--- src/rtl/pc_sequencer.sv ---
// pc_sequencer: MIPS program counter and instruction-fetch sequencer.
// Picks the next PC (exception, eret, branch, jump, PC+4) and runs the fetch handshake.
module pc_sequencer #(
  parameter int N = 32,
  parameter logic [N-1:0] RESET_PC = 32'h0040_0000,
  parameter logic [N-1:0] EXC_VECTOR = 32'h8000_0180
) (
  input  logic         clk,
  input  logic         reset,
  input  logic         stall_i,
  input  logic         imem_ack_i,
  input  logic         branch_taken_i,
  input  logic [N-1:0] branch_target_i,
  input  logic         jump_i,
  input  logic [N-1:0] jump_target_i,
  input  logic         exception_i,
  input  logic         eret_i,
  output logic [N-1:0] pc_o,
  output logic [N-1:0] pc_plus4_o,
  output logic         imem_req_o,
  output logic         valid_o,
  output logic         flush_o,
  output logic [N-1:0] epc_o,
  output logic         misalign_o,
  output logic [31:0]  fetch_count_o
);
  typedef enum logic [1:0] {BOOT, FETCH, REDIRECT} state_t;
  state_t state;
  logic redirect, misalign_next;
  logic [N-1:0] target;
  assign redirect = exception_i | eret_i | branch_taken_i | jump_i;
  assign valid_o = (state == FETCH) && imem_ack_i && !stall_i && !redirect;
  assign pc_plus4_o = pc_o + N'(4);
  // Branch and jump targets are word-aligned by dropping the low two bits.
  always_comb begin
    target = exception_i ? EXC_VECTOR :
             eret_i ? epc_o :
             branch_taken_i ? {branch_target_i[N-1:2], 2'b00} :
             {jump_target_i[N-1:2], 2'b00};
    misalign_next = !exception_i && !eret_i &&
                    (branch_taken_i ? |branch_target_i[1:0] : jump_i && |jump_target_i[1:0]);
  end
  always_ff @(posedge clk or negedge reset) begin
    if (!reset) begin
      state <= BOOT;
      pc_o <= RESET_PC;
      epc_o <= '0;
      imem_req_o <= 1'b0;
      flush_o <= 1'b0;
      misalign_o <= 1'b0;
      fetch_count_o <= '0;
    end else begin
      state <= redirect ? REDIRECT : FETCH;
      imem_req_o <= !redirect;
      pc_o <= redirect ? target : valid_o ? pc_plus4_o : pc_o;
      if (exception_i) epc_o <= pc_o;
      flush_o <= redirect;
      misalign_o <= misalign_next;
      fetch_count_o <= fetch_count_o + {31'b0, valid_o};
    end
  end
endmodule
--- config.mk ---
export PLATFORM = sky130hd
export DESIGN_NAME = pc_sequencer
export DESIGN_NICKNAME = d
export VERILOG_FILES = /design/src/rtl/pc_sequencer.sv
export SDC_FILE = /design/constraint.sdc
export NUM_CORES = 1
export LEC_CHECK = 0
export ABC_AREA = 1
export BUFFER_PORTS_ARGS = -buffer_cell sky130_fd_sc_hd__buf_2
export CAP_MARGIN = 20
export CORE_MARGIN = 5
export CORE_UTILIZATION = 37
export DETAILED_ROUTE_END_ITERATION = 10
export PLACE_DENSITY = 0.69
export SYNTH_ARGS = -nofsm -noshare
export SYNTH_HDL_FRONTEND = slang
export SYNTH_SLANG_ARGS = --single-unit
--- constraint.sdc ---
create_clock -name clk -period 3.3 [get_ports clk]
set_input_delay 0 -clock clk [delete_from_list [all_inputs] [get_ports clk]]
set_output_delay 0 -clock clk [all_outputs]
set_load 0.02 [all_outputs]
==> metrics.csv <==
stage;metric;value;unit
status;outcome;finished clean;
power;Worst IR Drop VDD;0.2218;mV
detailed_routing;via density per instance;4.896;
timing;Final Cycle Share;91.85;%
floorplanning;Die Y;136.4;um
floorplanning;core footprint;0.01577;sq mm
timing;Worst Skew;0.009646;ns
place;PortBufs;203;
synthesis;sequential share of the synthesized area;41.90;%
detailed_routing;wire per inst;16.55;um
synthesis;Mean Syn Cell Area;7.555;sq um
worst_setup_path;worst-path maximum fanout;16;
power;leakage power;3.947;nW
place;Final HPWL DP;15.09;mm
synthesis;Synth Instances;783;
detailed_routing;Iter 0 DRT Violations;343;
global_routing;largest net degree at the start of global routing;68;
job;Max Cap Violations;0;
layout;share of layout cells above drive strength 1;27.92;%
worst_setup_path;Worst EP required;3.57;ns
timing;Final Max Slew Viols;0;
floorplanning;Starting Density;37.51;%
synthesis;mux contribution to synthesized area;0;%
timing;Slew @ Worst Pin;0.9051;ns
place;GPL Wtd Cong;0.8991;
timing;Setup Total Neg Slack;0;ns
cts;setup bufs post-CTS;0;
worst_setup_path;worst reg-to-reg setup slack;0.60;ns
synthesis;Post-Syn Area;0.005916;sq mm
cts;CTS tree;yes;
cts;# H-tree levels;3;
timing;fmax;329.9;MHz
synthesis;yosys warns;0;
layout;commonest cells after routing, fill and taps aside;227 x nand2_1, 202 x buf_2, 98 x dfrtp_1;
synthesis;Synth Area in Compound Gates;11.46;%
global_routing;global-route wire length before repair;31.05;mm
power;PD cells;419.1;mW/mm^2
min_path;Hold Path Class;in -> reg;
timing;Period minus WS final;3.031;ns
synthesis;Synth cell types;34;
layout;Nets;1055;
cts;Clock transition at path regs;0.07;ns
global_routing;Total GRT Usage;21.65;%
cts;Skew-Pair Late Insertion Delay;0.35;ns
timing;final hold slack;0.006351;ns
global_routing;vias in the first global route;5728;
cts;post_cts resized;0;
layout;Area Overhead vs Synth;26.44;%
worst_setup_path;Worst Setup Path Type;in -> reg;
worst_setup_path;CP Capture Type;flop;
layout;most common cell after layout, fill and taps aside;nand2_1;
timing;final setup fails;0;
floorplanning;Cell Rows;46;
detailed_routing;DRC Markers;0;
floorplanning;Die ar.;0.01862;sq mm
synthesis;Seq cells post-synth;99;
synthesis;Synth Area in Simple Gates;31.24;%
detailed_routing;post-detailed-route count of antenna-violating nets;0;
cts;Root Buffer;clkbuf_16;
synthesis;largest family of logic cells by synthesized area;simple AND/OR/NAND/NOR gates;
synthesis;synthesized net count;858;
timing;max_slew headroom;39.66;%
layout;# fillers;1671;
detailed_routing;Pre-antenna DRT Iters;5;
floorplanning;DIE WIDTH;136.4;um
synthesis;Post-Synth XOR/XNOR Area;7.276;%
global_routing;initial antenna violation count;1;
cts;clock tree buffer depth;2;
detailed_routing;Routed WL;19.87;mm
timing;RSZ-0062 raised after global routing;false;
worst_setup_path;Critical Path Start Type;primary input;
cts;hold bufs inserted after CTS;3;
cts;clk sinks;99;
layout;# diodes;0;
timing;Fin. Hold Viols;0;
worst_setup_path;Arr. time, crit path;3.30;ns
floorplanning;I/O pin cnt;204;
layout;Sequential Area;0.002479;sq mm
synthesis;adder-cell share of the synthesized area;0.6345;%
cts;cts bufs inserted;9;
layout;Multi-input gate area;0.002994;sq mm
detailed_routing;vias;5880;
global_routing;global route overflow;0;
## cells by family (layout without fill, tap and decap cells)
logic type,after synthesis,in the layout
xor+xnor,44,44
buf+inv,111,313
fa+ha+maj,3,3
compound gates,122,122
flops,99,99
simple gates,404,404
## metal layers
metal	share of wire (%)	GRT usage, %	wire length [um]
met1	43	28.11	8514
met2	48	36.10	9505
met3	7.8	5.292	1553
met4	1.5	5.935	291
met5	0.035	0	7
## where the power goes
part           switching [mW]  internal, mW
Clock                   0.488         0.609
Combinational           0.431         0.215
Sequential             0.0984          1.29
Total                    1.02          2.12
## cell type report
class	count	area share [%]
clock buffer	12	3.295
clock inverter	4	0.6691
tap	216	3.613
multi-input combinational	573	40.03
sequential	99	33.14
timing repair buffer	214	15.09
inverter	83	4.165
## cells in the mapped netlist
library cell / number / area share, %
a211oi_1: 1 / 0.13
a21oi_1: 48 / 4.1
a21oi_2: 5 / 0.74
a22oi_1: 1 / 0.13
and2_1: 3 / 0.32
buf_1: 2 / 0.13
buf_2: 9 / 0.76
buf_4: 4 / 0.51
clkbuf_1: 13 / 0.82
clkinv_1: 1 / 0.063
dfrtp_1: 98 / 41
dfstp_2: 1 / 0.44
ha_1: 3 / 0.63
inv_1: 77 / 4.9
inv_2: 5 / 0.32
nand2_1: 227 / 14
nand2_2: 8 / 0.85
nand2_4: 5 / 0.95
nand3_1: 43 / 3.6
nand3b_1: 5 / 0.63
nand4_1: 10 / 1.1
nor2_1: 68 / 4.3
nor2_2: 5 / 0.53
nor2_4: 11 / 2.1
nor2_8: 3 / 1.0
nor3_1: 15 / 1.3
nor3_2: 1 / 0.17
o211ai_1: 8 / 1.0
o21ai_0: 48 / 4.1
o221ai_1: 4 / 0.59
o22ai_1: 7 / 0.74
xnor2_1: 11 / 1.6
xor2_1: 27 / 4.0
xor2_2: 6 / 1.6
## metrics by stage
step / util [%] / cells / instance area (sq um) / power [mW] / setup WS, ns
after global routing: 47.43 / 1201 / 7480 / 3.277 / 0.05812
final: 47.43 / 1201 / 7480 / 3.135 / 0.2689
after global placement: 45.18 / 1181 / 7126 / 2.052 / 0.5555
after CTS: 47.43 / 1201 / 7480 / 3.151 / 0.2359
after detailed placement: 45.36 / 1182 / 7153 / 2.062 / 0.4294
after floorplan: - / 783 / 5916 / 1.772 / 0.8282
## path summary, 6_finish.rpt
path | startpoint | endpoint | depth (start not counted)
worst min register to register | epc_o[3]$_DFFE_PN0P_ | epc_o[3]$_DFFE_PN0P_ | 2
worst max register to register | flush_o$_DFF_PN0_ | fetch_count_o[22]$_DFF_PN0_ | 15
max in group asynchronous | reset | fetch_count_o[24]$_DFF_PN0_ | 3
worst max-delay path | jump_i | fetch_count_o[22]$_DFF_PN0_ | 17
worst min-delay path | jump_target_i[0] | misalign_o$_DFF_PN0_ | 3
min in group asynchronous | reset | misalign_o$_DFF_PN0_ | 2
## flip-flops by register name (all words and copies together), names as in the netlist
signal and count:
fetch_count_o 32, pc_o 32, epc_o 32, state 1, misalign_o 1, flush_o 1
## worst max-delay path, cell delays in order
cell	delay, ns
dlygate4sd3_1	0.54
buf_2	0.13
nor2_1	0.13
nand2_2	0.20
inv_2	0.33
nand2_2	0.19
inv_1	0.08
buf_4	0.21
ha_1	0.19
ha_1	0.18
nand2_1	0.07
nor2_2	0.24
nand2_1	0.16
nor2_2	0.18
nand3_1	0.14
nor2_1	0.14
xor2_1	0.16
No activity file was read; power rests on OpenSTA's default activity.
